`config.mk`:
```
export PLATFORM = sky130hd
export DESIGN_NAME = seg_scan_ctrl
export DESIGN_NICKNAME = d
export VERILOG_FILES = /design/src/rtl/seg_scan_ctrl.sv
export SDC_FILE = /design/constraint.sdc
export NUM_CORES = 1
export LEC_CHECK = 0
export CAP_MARGIN = 20
export CELL_PAD_IN_SITES_DETAIL_PLACEMENT = 1
export CELL_PAD_IN_SITES_GLOBAL_PLACEMENT = 1
export CORE_ASPECT_RATIO = 0.5
export CORE_MARGIN = 2
export CORE_UTILIZATION = 35
export CTS_CLUSTER_SIZE = 8
export DETAILED_ROUTE_END_ITERATION = 10
export DONT_BUFFER_PORTS = 1
export HOLD_SLACK_MARGIN = 0.15
export PLACE_DENSITY_LB_ADDON = 0.1
export SKIP_CTS_REPAIR_TIMING = 1
export SYNTH_ARGS = -nofsm -noshare
export SYNTH_HDL_FRONTEND = slang
export SYNTH_SLANG_ARGS = --single-unit
```
`constraint.sdc`:
```
create_clock -name clk -period 2.4 [get_ports clk]
set_input_delay 0.12 -clock clk [delete_from_list [all_inputs] [get_ports clk]]
set_output_delay 0.12 -clock clk [all_outputs]
set_load 0.02 [all_outputs]
```
`src/rtl/seg_scan_ctrl.sv`:
```
// Scan controller for a multiplexed common-cathode 7-segment display. It walks the digits at PRESCALE cycles per slot, with GUARD dark cycles at the start of each slot.
// Outputs are registered-only. A load is accepted when ready=1 and is committed to the display at the next frame boundary.
module seg_scan_ctrl #(
    parameter int DIGITS   = 4,
    parameter int PRESCALE = 1000,
    parameter int GUARD    = 2
) (
    input  logic                  clk,
    input  logic                  rst,
    input  logic [4*DIGITS-1:0]   bcd_in,
    input  logic                  load,
    input  logic                  lz_en,
    output logic                  ready,
    output logic [DIGITS-1:0]     digit_sel,
    output logic [3:0]            dec_data,
    output logic                  blank,
    output logic                  err
);

    localparam int CW = $clog2(PRESCALE);
    localparam int IW = $clog2(DIGITS);
    localparam logic [CW-1:0] CNT_MAX = CW'(PRESCALE - 1);
    localparam logic [CW-1:0] GUARD_C = CW'(GUARD);
    localparam logic [IW-1:0] IDX_MAX = IW'(DIGITS - 1);

    localparam logic [0:0] ST_GUARD = 1'b0;
    localparam logic [0:0] ST_DRIVE = 1'b1;

    logic [CW-1:0]       cnt_q, cnt_d;
    logic [IW-1:0]       idx_q, idx_d;
    logic [0:0]          state_q, state_d;
    logic [4*DIGITS-1:0] disp_q, disp_d;
    logic [4*DIGITS-1:0] pend_q, pend_d;
    logic                pend_v_q, pend_v_d;
    logic                err_q, err_d;
    logic                lz_q;

    logic                frame_end;
    logic                pend_bad;
    logic [DIGITS-1:0]   sup;
    logic                run_zero;
    logic [3:0]          cur_nib;
    logic                cur_sup;

    always_comb begin
        frame_end = (cnt_q == CNT_MAX) && (idx_q == IDX_MAX);

        cnt_d = (cnt_q == CNT_MAX) ? '0 : cnt_q + CW'(1);
        idx_d = idx_q;
        if (cnt_q == CNT_MAX) begin
            idx_d = (idx_q == IDX_MAX) ? '0 : idx_q + IW'(1);
        end
        state_d = (cnt_d < GUARD_C) ? ST_GUARD : ST_DRIVE;

        pend_bad = 1'b0;
        for (int k = 0; k < DIGITS; k++) begin
            if (pend_q[4*k +: 4] > 4'd9) pend_bad = 1'b1;
        end

        // Commit needs pend_v=1 and accept needs pend_v=0, so they never collide;
        // a load landing on the boundary edge therefore waits a full frame.
        disp_d   = disp_q;
        pend_d   = pend_q;
        pend_v_d = pend_v_q;
        err_d    = err_q;
        if (frame_end && pend_v_q) begin
            disp_d   = pend_q;
            pend_v_d = 1'b0;
            err_d    = pend_bad;
        end else if (load && !pend_v_q) begin
            pend_d   = bcd_in;
            pend_v_d = 1'b1;
        end
    end

    // Leading-zero run is scanned from the most significant digit downward.
    always_comb begin
        run_zero = 1'b1;
        sup      = '0;
        for (int k = DIGITS - 1; k >= 0; k--) begin
            run_zero = run_zero && (disp_q[4*k +: 4] == 4'd0);
            sup[k]   = ((k != 0) && lz_q && run_zero) || (disp_q[4*k +: 4] > 4'd9);
        end
        cur_nib = 4'd0;
        cur_sup = 1'b0;
        for (int k = 0; k < DIGITS; k++) begin
            if (idx_q == IW'(k)) begin
                cur_nib = disp_q[4*k +: 4];
                cur_sup = sup[k];
            end
        end
    end

    always_ff @(posedge clk or posedge rst) begin
        if (rst) begin
            cnt_q    <= '0;
            idx_q    <= '0;
            state_q  <= ST_GUARD;
            disp_q   <= '0;
            pend_q   <= '0;
            pend_v_q <= 1'b0;
            err_q    <= 1'b0;
            lz_q     <= 1'b0;
        end else begin
            cnt_q    <= cnt_d;
            idx_q    <= idx_d;
            state_q  <= state_d;
            disp_q   <= disp_d;
            pend_q   <= pend_d;
            pend_v_q <= pend_v_d;
            err_q    <= err_d;
            lz_q     <= lz_en;
        end
    end

    assign ready     = ~pend_v_q;
    assign digit_sel = (state_q == ST_DRIVE) ? (DIGITS'(1) << idx_q) : '0;
    assign dec_data  = cur_nib;
    assign blank     = (state_q == ST_GUARD) || cur_sup;
    assign err       = err_q;

endmodule
```
---- Yosys cells after proc, flatten, opt, wreduce, memory -nomap -nowiden ----
Cells that the tools add are included.
storage, ports and cells
  register bits after elaboration ......... 48
  output and inout port bits .............. 11
  word-level logic and storage cells ...... 64
operators by class
  add/sub/neg operators ................... 2
  order comparisons ....................... 9
  equality and inequality tests ........... 4
  shift operators ......................... 1
  mux-type cells .......................... 18
  bitwise logic cells ..................... 3
  reduce and logical (&&, ||, !) cells .... 19
operators with widths
  cell                                                                            count
  4-bit greater-than comparator (second input constant)                           8
  4-bit two-way mux                                                               5
  4-bit logical NOT                                                               3
  1-bit two-way mux                                                               11
  10-bit by 1-bit adder with 10-bit output (second input constant)                1
  10-bit equality test (second input constant)                                    1
  10-bit by 2-bit less-than comparator with 1-bit output (second input constant)  1
  10-bit two-way mux                                                              1
  1-bit logical AND                                                               8
  2-bit equality test (second input constant)                                     2
  1-bit logical OR                                                                4
  1-bit by 2-bit left shift with 4-bit output (first input constant)              1
  1-bit NOT                                                                       3
  2-bit by 1-bit adder with 2-bit output (second input constant)                  1
  2-bit by 1-bit equality test with 1-bit output (second input constant)          1
  2-bit logical NOT                                                               1
  2-bit two-way mux                                                               1
  2-bit AND reduction                                                             1
  2-bit nonzero test                                                              1
  1-bit logical NOT                                                               1

---- Depth between registers and ports, before layout ----
  depth in word-level cells ............... 9
  gate-level depth with buffers ........... 8
  gate-level depth less buffers ........... 6

---- Least setup slack after synthesis ----
No wires, ideal clock.
  kind .................................... register to register
  start point ............................. reg cnt_q[3]
  end point ............................... reg disp_q[0]
  setup time .............................. 127 ps
  arrival ................................. 1786 ps
  data required time ...................... 2273 ps
  setup slack ............................. 487 ps
  cell stages (with the launch flop) ...... 8
  path buffers ............................ 3
  cell sequence ........................... dfrtp_1 -> buf_6 -> or3b_4 -> nor3_2 -> and3_1 -> buf_4 -> buf_8 -> mux2_1
on the way
  cells in the longest elaborated chain, start to end .. 3
ends and longest elaborated chain
  element                 line  RTL
  from (decl)             29    logic [CW-1:0] cnt_q, cnt_d;
  from (signal assigned)  105   cnt_q <= cnt_d;
  10-bit equality test    46    frame_end = (cnt_q == CNT_MAX) && (idx_q == IDX_MAX);
  1-bit logical AND       46
  1-bit logical AND       66    if (frame_end && pend_v_q) begin
  to (signal assigned)    108   disp_q <= disp_d;
  to (decl)               32    logic [4*DIGITS-1:0] disp_q, disp_d;
Every way passes these cells.
A chain may end at the register's enable or synchronous reset.

---- Final worst setup path ----
  start point ............................. reg idx_q[1]
  end point ............................... out blank
on the way
  cells in the longest elaborated chain, start to end .. 6
ends and longest elaborated chain
  element                         line  RTL
  from (decl)                     30    logic [IW-1:0] idx_q, idx_d;
  from (signal assigned)          106   idx_q <= idx_d;
  2-bit logical NOT               87    if (idx_q == IW'(k)) begin
  1-bit two-way mux (3 in a row)  87
  1-bit two-way mux (*)           87
  1-bit logical OR (*)            119   assign blank = (state_q == ST_GUARD) || cur_sup;
  to (decl)                       16    output logic blank,
Mark *: on every way between the ends. The rest lies on a longest branch, timed or not.

==> flow_summary_export.csv <==
group,metric,value,unit
run_status,outcome,"completed",
drt,viasPerCell,5.11,
global_routing,antenna_found_initial,0,
placed_design,place_ws,0.336,ns
synthesis,synthTopCellsByArea,"dfrtp_1 (52%), mux2_2 (12%), nor2_1 (3.6%)",
cells_and_area,diodes,0,
worst_setup_path,critPathCaptureType,"output pin",
floorplanning,core-area,6210,µm²
synthesis,ys_top_cells_by_count,"dfrtp_1 (48), mux2_2 (25), nor2_1 (22)",
placed_design,gp_congestion,0.800,
synthesis,synth_top_area_cell,"dfrtp_1",
cts,numClockSinks,48,
power_and_ir_drop,p_per_area,607,nW/µm²
drt,wl_met3,164,µm
cells_and_area,fin_nets,255,
drt,route.met2.wl,2360,µm
global_routing,grt_pass1_vias,1582,
worst_setup_path,start_kind,"flop",
cells_and_area,synthToLayoutAreaGrowth,20.4,%
cts,cts_root_buf,"clkbuf_16",
timing,finalSetupViolations,0,
synthesis,synth_most_common_cell,"dfrtp_1",
timing,finalCritPeriodShare,89.3,%
worst_setup_path,cp.required,2.28,ns
floorplanning,die_h,61.3,µm
drt,vias,1625,
floorplanning,start_util,37.0,%
synthesis,syn_area,2300,µm²
synthesis,yosys_warnings,0,
synthesis,synth_top_area_share,52.3,%
timing,tns,0,ns
hold_path,hp-class,"input port to async pin",
synthesis,synth_cells,205,
floorplanning,die_w,119,µm
synthesis,async_flop_share,100,%
placed_design,dp_hpwl,3400,µm
cts,cts_tree,"built",
global_routing,track_usage,15.3,%
power_and_ir_drop,power_leakage,1.19,nW
cells_and_area,drive_above_1_share,18.7,%
global_routing,overflow,0,
drt,highest_layer,"met4",
synthesis,avgSynthCellArea,11.2,µm²
worst_setup_path,crit_start,"idx_q[1]$_DFFE_PP0N_",
timing,final_max_slew_viol_count,0,
synthesis,synth_cell_types,36,
timing,slew_headroom,63.9,%
timing,rsz0062_at_grt,"false",
worst_setup_path,path_max_fanout,10,
drt,postRouteAntennaNets,0,
drt,drt_iter0_markers,55,
synthesis,synth-edff-count,0,
cts,clockBufferDepth,2,
drt,remaining_drc_errors,0,
worst_setup_path,path_class,"flop to output pin",
drt,firstDrtPassIters,4,
timing,skew,0.00563,ns
placed_design,io_buffers,0,
floorplanning,ios,31,
worst_setup_path,r2r-start,"cnt_q[0]$_DFF_PP0_",
drt,wire_per_inst,15.9,µm
drt,routed_wl,5070,µm
synthesis,yosysSeqAreaShare,52.3,%
timing,setup_ws,0.257,ns
synthesis,syn_nets,230,
timing,tightest_slew,0.541,ns
cts,cts_buffers,5,
cts,path_clk_slew,0.06,ns
run,max_cap_viol_count,0,
cts,worstSkewPairLatency,0.29,ns
synthesis,postSynth.topFlopCell,"dfrtp_1",
cts,htree_levels,2,
drt,wl_met1,2440,µm
synthesis,ys_ff_latch,48,
timing,hold_viol_final,0,
global_routing,grt_max_degree,49,
worst_setup_path,crit_arrival,2.02,ns
floorplanning,rows,20,
timing,finalCriticalPeriod,2.14,ns
global_routing,grt_pass1_wl,8420,µm
power_and_ir_drop,peakVddDrop,0.319,mV
timing,fmax,0.467,GHz
floorplanning,die_area,7270,µm²
[through the flow]
stage / instances / hold WS, ns / power, mW / instance area [µm²] / util (%)
after floorplan: 205 / 0.151 / 0.914 / 2300 / -
after CTS: 298 / -0.149 / 1.68 / 2560 / 41.2
after global routing: 318 / 0.367 / 1.76 / 2770 / 44.6
after global placement: 291 / 0.152 / 0.933 / 2400 / 38.7
after detailed placement: 291 / 0.152 / 0.936 / 2400 / 38.7
final: 318 / 0.313 / 1.68 / 2770 / 44.6
[worst paths after layout]
path | endpoint | slack (ns) | cells past startpoint
hold reg to reg | cnt_q[0]$_DFF_PP0_ | 0.46 | 1
setup reg to reg | disp_q[2]$_DFFE_PP0P_ | 0.34 | 6
max in group asynchronous | disp_q[1]$_DFFE_PP0P_ | 1.57 | 3
min in group clk | lz_q$_DFF_PP0_ | 0.41 | 1
hold / removal | cnt_q[9]$_DFF_PP0_ | 0.31 | 2
setup / recovery | blank | 0.26 | 6
[layout by cell type, fill, tap and decap left out, types with 3 or more instances in the layout]
cell type      Yosys  layout
dfrtp_1           48      48
mux2_2            25      25
nor2_1            22      22
dlygate4sd3_1      0      19
nand2_1           14      14
a21oi_1           13      13
o21ai_0           12      12
mux2_1             7       7
buf_4              1       7
nand3_1            5       5
o31ai_1            5       5
ha_1               5       5
clkbuf_16          0       5
inv_1              5       4
nand3b_1           4       4
and2_1             4       4
xnor2_1            3       3
mux2i_1            3       3
[metal layers]
metal	vias to the layer above	global-route usage, %
met2	18	24.5
li1	770	-
met5	-	0
met3	9	4.63
met4	0	6.12
met1	828	19.9
[state kept, by name (all words and copies together) (netlist names)]
signal    cells
lz_q          1
pend_v_q      1
err           1
disp_q       16
state_q       1
idx_q         2
pend_q       16
cnt_q        10
[power by group]
group | leakage (nW) | switching [mW] | internal (mW) | total (mW)
registers | 0.618 | 0.0220 | 0.841 | 0.863
clock network | 0.0760 | 0.296 | 0.438 | 0.734
logic | 0.498 | 0.0327 | 0.0505 | 0.0831
[worst max-delay path: stages, from the launching register on]
cell       delay [ns]
dfrtp_1          0.40
inv_1            0.11
ha_1             0.36
nand3b_1         0.19
nor2_1           0.06
o31ai_1          0.27
o2111ai_1        0.34
[cell type report]
type                       instances  area, µm²
clock buffer                       7        153
sequential                        48       1200
fill                             690       3440
inverter                           5       18.8
timing repair buffer              27        263
multi-input combinational        143       1020
tap                               88        110
[kinds of logic after synthesis]
logic type / share of synthesized area (%)
adder cells (fa/ha/maj): 2.72
multiplexers: 17.0
XOR/XNOR: 1.91
AO/OA/AOI/OAI: 9.26
buffers and inverters: 3.27
AND/OR/NAND/NOR: 13.6
flip-flops: 52.3
(Power assumes the default switching activity.)
